<file path="config.mk">
export PLATFORM = sky130hd
export DESIGN_NAME = regbank_write_arbiter_flat
export DESIGN_NICKNAME = d
export VERILOG_FILES = /design/src/rtl/regbank_write_arbiter_if.sv /design/src/rtl/regbank_write_arbiter.sv /design/src/flat_wrapper.sv
export SDC_FILE = /design/constraint.sdc
export NUM_CORES = 1
export LEC_CHECK = 0
export ABC_AREA = 1
export BUFFER_PORTS_ARGS = -buffer_cell sky130_fd_sc_hd__buf_4
export CAP_MARGIN = 0
export CELL_PAD_IN_SITES_DETAIL_PLACEMENT = 2
export CELL_PAD_IN_SITES_GLOBAL_PLACEMENT = 2
export CORE_MARGIN = 2
export CORE_UTILIZATION = 28
export CTS_CLUSTER_SIZE = 30
export DETAILED_ROUTE_END_ITERATION = 10
export PLACE_DENSITY_LB_ADDON = 0.1
export SLEW_MARGIN = 20
export SYNTH_ARGS = -nofsm -noshare
export SYNTH_HDL_FRONTEND = slang
export SYNTH_SLANG_ARGS = --single-unit
</file>
<file path="constraint.sdc">
create_clock -name clk -period 12.2 [get_ports clk]
set_input_delay 1.22 -clock clk [delete_from_list [all_inputs] [get_ports clk]]
set_output_delay 1.22 -clock clk [all_outputs]
set_load 0.02 [all_outputs]
</file>
<file path="src/rtl/regbank_write_arbiter_if.sv">
// Writeback bundle between the three requesters / register bank and regbank_write_arbiter.
// The requester and bank side uses the master modport; the arbiter uses slave.
interface regbank_write_arbiter_if #(
  parameter int DATA_W = 32,
  parameter int ADDR_W = 5
);
  logic              alu_valid;
  logic              alu_ready;
  logic [ADDR_W-1:0] alu_addr;
  logic [DATA_W-1:0] alu_data;
  logic              mul_valid;
  logic              mul_ready;
  logic [DATA_W-1:0] mul_hi;
  logic [DATA_W-1:0] mul_lo;
  logic              lnk_valid;
  logic              lnk_ready;
  logic [DATA_W-1:0] lnk_data;
  logic [1:0]        rb_reg_write;
  logic [ADDR_W-1:0] rb_write_add;
  logic [DATA_W-1:0] rb_write_data;
  logic [DATA_W-1:0] rb_high_data;
  logic [DATA_W-1:0] rb_ra_data;
  logic [31:0]       pending_mask;
  logic [1:0]        grant_id;

  modport master (
    output alu_valid, alu_addr, alu_data, mul_valid, mul_hi, mul_lo, lnk_valid, lnk_data,
    input  alu_ready, mul_ready, lnk_ready, rb_reg_write, rb_write_add, rb_write_data,
           rb_high_data, rb_ra_data, pending_mask, grant_id
  );

  modport slave (
    input  alu_valid, alu_addr, alu_data, mul_valid, mul_hi, mul_lo, lnk_valid, lnk_data,
    output alu_ready, mul_ready, lnk_ready, rb_reg_write, rb_write_add, rb_write_data,
           rb_high_data, rb_ra_data, pending_mask, grant_id
  );
endinterface

</file>
<file path="src/rtl/regbank_write_arbiter.sv">
// Arbitrates ALU / MUL / LNK writebacks onto the single register-bank write port.
// Optional REGARB_STATS_EN adds stat_conflicts_o, a saturating count of contended cycles.
module regbank_write_arbiter #(
  parameter int DATA_W       = 32,
  parameter int ADDR_W       = 5,
  parameter int STARVE_LIMIT = 4,
  parameter int HI_REG       = 19,
  parameter int LO_REG       = 20,
  parameter int RA_REG       = 31
) (
  input  logic                   clk,
  input  logic                   rst,
  regbank_write_arbiter_if.slave bus
`ifdef REGARB_STATS_EN
  ,
  output logic [15:0]            stat_conflicts_o
`endif
);

  localparam int CNT_W = $clog2(STARVE_LIMIT + 1);
  localparam logic [CNT_W-1:0] CNT_MAX = CNT_W'(STARVE_LIMIT);

  // Grant codes double as the bank write-mode encoding.
  localparam logic [1:0] GNT_NONE = 2'b00;
  localparam logic [1:0] GNT_ALU  = 2'b01;
  localparam logic [1:0] GNT_MUL  = 2'b10;
  localparam logic [1:0] GNT_LNK  = 2'b11;

  function automatic logic [CNT_W-1:0] wait_next(input logic full, input logic granted,
                                                 input logic [CNT_W-1:0] cnt);
    if (full && !granted) begin
      return (cnt == CNT_MAX) ? CNT_MAX : cnt + CNT_W'(1);
    end else begin
      return '0;
    end
  endfunction

  logic              alu_full_q, alu_full_d, mul_full_q, mul_full_d, lnk_full_q, lnk_full_d;
  logic [ADDR_W-1:0] alu_addr_q, alu_addr_d;
  logic [DATA_W-1:0] alu_data_q, alu_data_d, mul_hi_q, mul_hi_d, mul_lo_q, mul_lo_d;
  logic [DATA_W-1:0] lnk_data_q, lnk_data_d;
  logic [CNT_W-1:0]  alu_wait_q, alu_wait_d, mul_wait_q, mul_wait_d, lnk_wait_q, lnk_wait_d;
  logic [1:0]        gnt_s;
  logic              alu_gnt_s, mul_gnt_s, lnk_gnt_s;
  logic              alu_ready_s, mul_ready_s, lnk_ready_s;

  // Grant selection: starved requesters (ALU > MUL > LNK) beat normal priority (LNK > MUL > ALU).
  always_comb begin
    gnt_s = GNT_NONE;
    if (alu_full_q && alu_wait_q == CNT_MAX) begin
      gnt_s = GNT_ALU;
    end else if (mul_full_q && mul_wait_q == CNT_MAX) begin
      gnt_s = GNT_MUL;
    end else if (lnk_full_q && lnk_wait_q == CNT_MAX) begin
      gnt_s = GNT_LNK;
    end else if (lnk_full_q) begin
      gnt_s = GNT_LNK;
    end else if (mul_full_q) begin
      gnt_s = GNT_MUL;
    end else if (alu_full_q) begin
      gnt_s = GNT_ALU;
    end else begin
      gnt_s = GNT_NONE;
    end
  end

  assign alu_gnt_s   = (gnt_s == GNT_ALU);
  assign mul_gnt_s   = (gnt_s == GNT_MUL);
  assign lnk_gnt_s   = (gnt_s == GNT_LNK);
  assign alu_ready_s = ~alu_full_q | alu_gnt_s;
  assign mul_ready_s = ~mul_full_q | mul_gnt_s;
  assign lnk_ready_s = ~lnk_full_q | lnk_gnt_s;
  assign bus.alu_ready = alu_ready_s;
  assign bus.mul_ready = mul_ready_s;
  assign bus.lnk_ready = lnk_ready_s;

  // Bank-side outputs from the granted buffer; unused fields forced to zero.
  always_comb begin
    bus.rb_reg_write  = gnt_s;
    bus.grant_id      = gnt_s;
    bus.rb_write_add  = '0;
    bus.rb_write_data = '0;
    bus.rb_high_data  = '0;
    bus.rb_ra_data    = '0;
    case (gnt_s)
      GNT_ALU: begin
        bus.rb_write_add  = alu_addr_q;
        bus.rb_write_data = alu_data_q;
      end
      GNT_MUL: begin
        bus.rb_write_data = mul_lo_q;
        bus.rb_high_data  = mul_hi_q;
      end
      GNT_LNK: bus.rb_ra_data = lnk_data_q;
      default: bus.rb_write_add = '0;
    endcase
  end

  // Pending-write scoreboard; a full ALU buffer never holds R0, but bit 0 is cleared regardless.
  always_comb begin
    bus.pending_mask = ({32{alu_full_q}} & (32'd1 << alu_addr_q))
                     | ({32{mul_full_q}} & ((32'd1 << HI_REG) | (32'd1 << LO_REG)))
                     | ({32{lnk_full_q}} & (32'd1 << RA_REG));
    bus.pending_mask[0] = 1'b0;
  end

  // Buffer next state: a load wins over the clear of a granted entry; R0 writes are dropped.
  always_comb begin
    alu_addr_d = alu_addr_q;
    alu_data_d = alu_data_q;
    mul_hi_d   = mul_hi_q;
    mul_lo_d   = mul_lo_q;
    lnk_data_d = lnk_data_q;
    if (bus.alu_valid && alu_ready_s) begin
      alu_full_d = (bus.alu_addr != '0);
      alu_addr_d = bus.alu_addr;
      alu_data_d = bus.alu_data;
    end else if (alu_gnt_s) begin
      alu_full_d = 1'b0;
    end else begin
      alu_full_d = alu_full_q;
    end
    if (bus.mul_valid && mul_ready_s) begin
      mul_full_d = 1'b1;
      mul_hi_d   = bus.mul_hi;
      mul_lo_d   = bus.mul_lo;
    end else if (mul_gnt_s) begin
      mul_full_d = 1'b0;
    end else begin
      mul_full_d = mul_full_q;
    end
    if (bus.lnk_valid && lnk_ready_s) begin
      lnk_full_d = 1'b1;
      lnk_data_d = bus.lnk_data;
    end else if (lnk_gnt_s) begin
      lnk_full_d = 1'b0;
    end else begin
      lnk_full_d = lnk_full_q;
    end
    alu_wait_d = wait_next(alu_full_q, alu_gnt_s, alu_wait_q);
    mul_wait_d = wait_next(mul_full_q, mul_gnt_s, mul_wait_q);
    lnk_wait_d = wait_next(lnk_full_q, lnk_gnt_s, lnk_wait_q);
  end

  // Buffer and wait-counter registers.
  always_ff @(posedge clk or posedge rst) begin
    if (rst) begin
      alu_full_q <= 1'b0;
      mul_full_q <= 1'b0;
      lnk_full_q <= 1'b0;
      alu_addr_q <= '0;
      alu_data_q <= '0;
      mul_hi_q   <= '0;
      mul_lo_q   <= '0;
      lnk_data_q <= '0;
      alu_wait_q <= '0;
      mul_wait_q <= '0;
      lnk_wait_q <= '0;
    end else begin
      alu_full_q <= alu_full_d;
      mul_full_q <= mul_full_d;
      lnk_full_q <= lnk_full_d;
      alu_addr_q <= alu_addr_d;
      alu_data_q <= alu_data_d;
      mul_hi_q   <= mul_hi_d;
      mul_lo_q   <= mul_lo_d;
      lnk_data_q <= lnk_data_d;
      alu_wait_q <= alu_wait_d;
      mul_wait_q <= mul_wait_d;
      lnk_wait_q <= lnk_wait_d;
    end
  end

`ifdef REGARB_STATS_EN
  logic [15:0] stat_q, stat_d;
  logic        conflict_s;

  // Saturating count of cycles with two or more buffers occupied.
  always_comb begin
    conflict_s = (alu_full_q & mul_full_q) | (alu_full_q & lnk_full_q) | (mul_full_q & lnk_full_q);
    if (conflict_s && stat_q != 16'hFFFF) begin
      stat_d = stat_q + 16'd1;
    end else begin
      stat_d = stat_q;
    end
  end

  // Conflict statistics register.
  always_ff @(posedge clk or posedge rst) begin
    if (rst) begin
      stat_q <= 16'd0;
    end else begin
      stat_q <= stat_d;
    end
  end

  assign stat_conflicts_o = stat_q;
`endif

endmodule

</file>
<file path="src/flat_wrapper.sv">
// flat-port wrapper written by rule: the top's interface ports become plain ports
module regbank_write_arbiter_flat 
#(
  parameter int DATA_W       = 32,
  parameter int ADDR_W       = 5,
  parameter int STARVE_LIMIT = 4,
  parameter int HI_REG       = 19,
  parameter int LO_REG       = 20,
  parameter int RA_REG       = 31
)
  (clk, rst, bus_alu_valid, bus_alu_addr, bus_alu_data, bus_mul_valid, bus_mul_hi, bus_mul_lo, bus_lnk_valid, bus_lnk_data, bus_alu_ready, bus_mul_ready, bus_lnk_ready, bus_rb_reg_write, bus_rb_write_add, bus_rb_write_data, bus_rb_high_data, bus_rb_ra_data, bus_pending_mask, bus_grant_id);
  regbank_write_arbiter_if #(.DATA_W(DATA_W), .ADDR_W(ADDR_W)) bus_i ();
  input  logic clk;
  input  logic rst;
  input wire logic [$bits(bus_i.alu_valid)-1:0] bus_alu_valid;
  input wire logic [$bits(bus_i.alu_addr)-1:0] bus_alu_addr;
  input wire logic [$bits(bus_i.alu_data)-1:0] bus_alu_data;
  input wire logic [$bits(bus_i.mul_valid)-1:0] bus_mul_valid;
  input wire logic [$bits(bus_i.mul_hi)-1:0] bus_mul_hi;
  input wire logic [$bits(bus_i.mul_lo)-1:0] bus_mul_lo;
  input wire logic [$bits(bus_i.lnk_valid)-1:0] bus_lnk_valid;
  input wire logic [$bits(bus_i.lnk_data)-1:0] bus_lnk_data;
  output wire logic [$bits(bus_i.alu_ready)-1:0] bus_alu_ready;
  output wire logic [$bits(bus_i.mul_ready)-1:0] bus_mul_ready;
  output wire logic [$bits(bus_i.lnk_ready)-1:0] bus_lnk_ready;
  output wire logic [$bits(bus_i.rb_reg_write)-1:0] bus_rb_reg_write;
  output wire logic [$bits(bus_i.rb_write_add)-1:0] bus_rb_write_add;
  output wire logic [$bits(bus_i.rb_write_data)-1:0] bus_rb_write_data;
  output wire logic [$bits(bus_i.rb_high_data)-1:0] bus_rb_high_data;
  output wire logic [$bits(bus_i.rb_ra_data)-1:0] bus_rb_ra_data;
  output wire logic [$bits(bus_i.pending_mask)-1:0] bus_pending_mask;
  output wire logic [$bits(bus_i.grant_id)-1:0] bus_grant_id;
  assign bus_i.alu_valid = bus_alu_valid;
  assign bus_i.alu_addr = bus_alu_addr;
  assign bus_i.alu_data = bus_alu_data;
  assign bus_i.mul_valid = bus_mul_valid;
  assign bus_i.mul_hi = bus_mul_hi;
  assign bus_i.mul_lo = bus_mul_lo;
  assign bus_i.lnk_valid = bus_lnk_valid;
  assign bus_i.lnk_data = bus_lnk_data;
  assign bus_alu_ready = bus_i.alu_ready;
  assign bus_mul_ready = bus_i.mul_ready;
  assign bus_lnk_ready = bus_i.lnk_ready;
  assign bus_rb_reg_write = bus_i.rb_reg_write;
  assign bus_rb_write_add = bus_i.rb_write_add;
  assign bus_rb_write_data = bus_i.rb_write_data;
  assign bus_rb_high_data = bus_i.rb_high_data;
  assign bus_rb_ra_data = bus_i.rb_ra_data;
  assign bus_pending_mask = bus_i.pending_mask;
  assign bus_grant_id = bus_i.grant_id;
  regbank_write_arbiter #(.DATA_W(DATA_W), .ADDR_W(ADDR_W), .STARVE_LIMIT(STARVE_LIMIT), .HI_REG(HI_REG), .LO_REG(LO_REG), .RA_REG(RA_REG)) u_core (.clk(clk), .rst(rst), .bus(bus_i));
endmodule
</file>
==> key figures <==
Status
  – Status: complete, no violations

Logic synthesis
  – Post-Synthesis Cell Area: 7040 µm²
  – Synthesized Nets: 1104
  – Post-Syn Area per Cell: between 7 and 8 µm²
  – Synth cell types: 16
  – Yosys warns: 0
  – Seq/Total Area, Yosys: 0.505
  – Flops & latches, synth: between 100 and 150
  – Post-Synthesis Cells: 959

Pwr
  – P_leak: 5.68 nW
  – VDD IR max: 0.187 mV
  – Design Power: 2.88 mW
  – Power Density: 294 nW/µm²

Detailed routing
  – Initial DRC count: 244
  – DR vias: roughly 7000
  – Wire per inst: ~17 µm
  – DRC: 0
  – First drt pass iteration count: 4
  – Avg Vias per Cell: 4.58
  – Antenna Violating Nets Remaining: 0
  – Wirelength, routed: approximately 26000 µm

Setup path
  – Startpoint types: flip-flop
  – Required @ worst endpoint: approximately 11 ns
  – Worst R2R Path Depth: 15
  – CP Capture Type: output pin
  – Critical Path Fanout Max: 70
  – Worst EP arrival: 3.51 ns
  – Crit path kind: reg -> out

Timing
  – Worst Tran Pin Value: about 0.86 ns
  – Rel. slew slack: 0.425
  – Final hold viol count: 0
  – Clock skew: 0.0108 ns
  – TNS Setup: 0 ns
  – Final min period: 4.73 ns
  – Max Freq: between 200 and 250 MHz
  – RSZ-0062 raised after global routing: false
  – Fin crit share: 0.388
  – Slew Viols, Final: 0
  – Hold Slack: 0.470 ns
  – Final setup fails: 0

CTS
  – Later-pin clock latency in the skew report: ~0.42 ns
  – Clk root buf: clkbuf_16
  – Post-CTS Setup Bufs: 0
  – CTS hold repair buffers: 0
  – CTS Buf Count: 17
  – CTS H-tree depth: 4
  – Clk slew on worst S/H paths: 0.06 ns
  – Clk buf depth: 2
  – Post-CTS sizing: 0
  – CTS Sinks: 142
  – CTS tree: done

Die
  – Core area: between 20000 and 25000 µm²
  – IO Pins: 278
  – Die W: around 160 µm
  – Die height: 163 µm
  – DIE AREA: 26400 µm²
  – Starting Density: 0.282
  – Row Count: 58

Global route
  – Initial antenna violation count: 0
  – GRT overflow: 0
  – First-pass GRT wire length: about 41000 µm
  – Global Route Usage Sum: 0.198
  – Vias in the first global route: approximately 7600
  – Largest net degree at the start of global routing: 81

Place
  – Port bufs: 276
  – Routability cong.: ~0.72
  – DPL Wire Length: 17600 µm

Worst hold path
  – Hold depth: 1
  – Worst hold-check path type: reg -> reg

Layout
  – Synth-to-Final Area Change: 39.3%
  – Most common cell after layout, fill and taps aside: nand2_1
  – Ant diodes: 0
  – Final core utilization: 0.393
  – Fill cells: 2980
  – Layout cells sized above 1: 0.266
  – Commonest cells after routing, fill and taps aside: 417 x nand2_1, 283 x buf_4, 142 x nand3_1, 142 x dfrtp_1, 90 x inv_1
  – Nets: 1337

Job
  – Max-cap violations: 0
-- cell type report --
class,instances,area [µm²],share of cell area
Clock buffer,19,443,0.0452
Inverter,91,347,0.0353
Clock inverter,13,131,0.0134
Multi-Input combinational cell,657,2790,0.285
Timing Repair Buffer,283,2120,0.217
Sequential cell,142,3550,0.362
Tap cell,330,413,0.0421
-- worst paths after layout --
| kind | from | end | slack (ns) |
|---|---|---|---|
| hold reg to reg | u_core.alu_wait_q[0] | u_core.alu_wait_q[0] | 0.47 |
| hold / removal | u_core.alu_wait_q[0] | u_core.alu_wait_q[0] | 0.47 |
| setup reg to reg | u_core.alu_wait_q[0] | u_core.mul_lo_q[0] | 8.00 |
| min in group asynchronous | rst | u_core.mul_lo_q[8] | 0.92 |
| setup / recovery | u_core.alu_wait_q[0] | bus_mul_ready | 7.47 |
| max in group asynchronous | rst | u_core.mul_lo_q[18] | 9.89 |
-- per-layer routing --
| layer | share of wire | global-route usage | up-vias |
|---|---|---|---|
| li1 | - | - | 3409 |
| met1 | 0.43 | 0.245 | 3447 |
| met2 | 0.50 | 0.348 | 158 |
| met3 | 0.062 | 0.0547 | 11 |
| met4 | 0.0080 | 0.0370 | 0 |
| met5 | 0 | 0 | - |
-- Yosys cell counts, drive strengths merged --
cell type	number	area, µm²
a21oi	32	160
o21ai	5	25.0
dfrtp	142	3550
clkbuf	24	90.1
inv	91	342
buf	45	277
nand3	142	711
nand2	421	1590
nor2	38	143
nand4	7	43.8
nor3	4	20.0
ha	7	87.6
conb	1	3.75
-- logic make-up after synthesis --
| family | synth area share |
|---|---|
| AND/OR/NAND/NOR | 0.355 |
| flip-flops | 0.505 |
| other | 0.000533 |
| AO/OA/AOI/OAI | 0.0263 |
| adder cells (fa/ha/maj) | 0.0124 |
| buffers and inverters | 0.101 |
-- worst max-delay path, stage by stage, from the launching register on --
cell and delay (ns):
dfrtp_1 0.37, inv_1 0.05, ha_1 0.22, nand2_1 0.10, inv_1 0.07, nand2_1 0.08, o21ai_0 0.13, inv_1 0.15
ha_2 0.18, buf_4 0.59, inv_1 0.17, nand2_4 0.62, buf_4 0.27
-- stage by stage --
stage	instance area, µm²	setup WS (ns)	instances
floorplan	7040	7.17	959
finish	9810	7.47	1535
CTS	9810	7.39	1535
detailed placement	9230	7.90	1503
global route	9810	7.12	1535
global placement	9230	8.01	1503
-- state kept, by name, indices dropped and copies added, names as in the netlist --
signal	count
u_core.alu_data_q	32
u_core.lnk_data_q	32
u_core.mul_hi_q	32
u_core.mul_lo_q	32
u_core.alu_addr_q	5
u_core.alu_wait_q	3
u_core.mul_wait_q	3
u_core.alu_full_q	1
u_core.lnk_full_q	1
u_core.mul_full_q	1
-- report_power, final --
part | internal [mW] | switching, mW | leakage, nW
clock | 0.291 | 0.223 | 0.270
sequential | 0.698 | 0.141 | 1.76
combinational | 0.502 | 1.02 | 3.65
total | 1.49 | 1.39 | 5.68
Note: power is estimated with default switching activity, not from simulation.
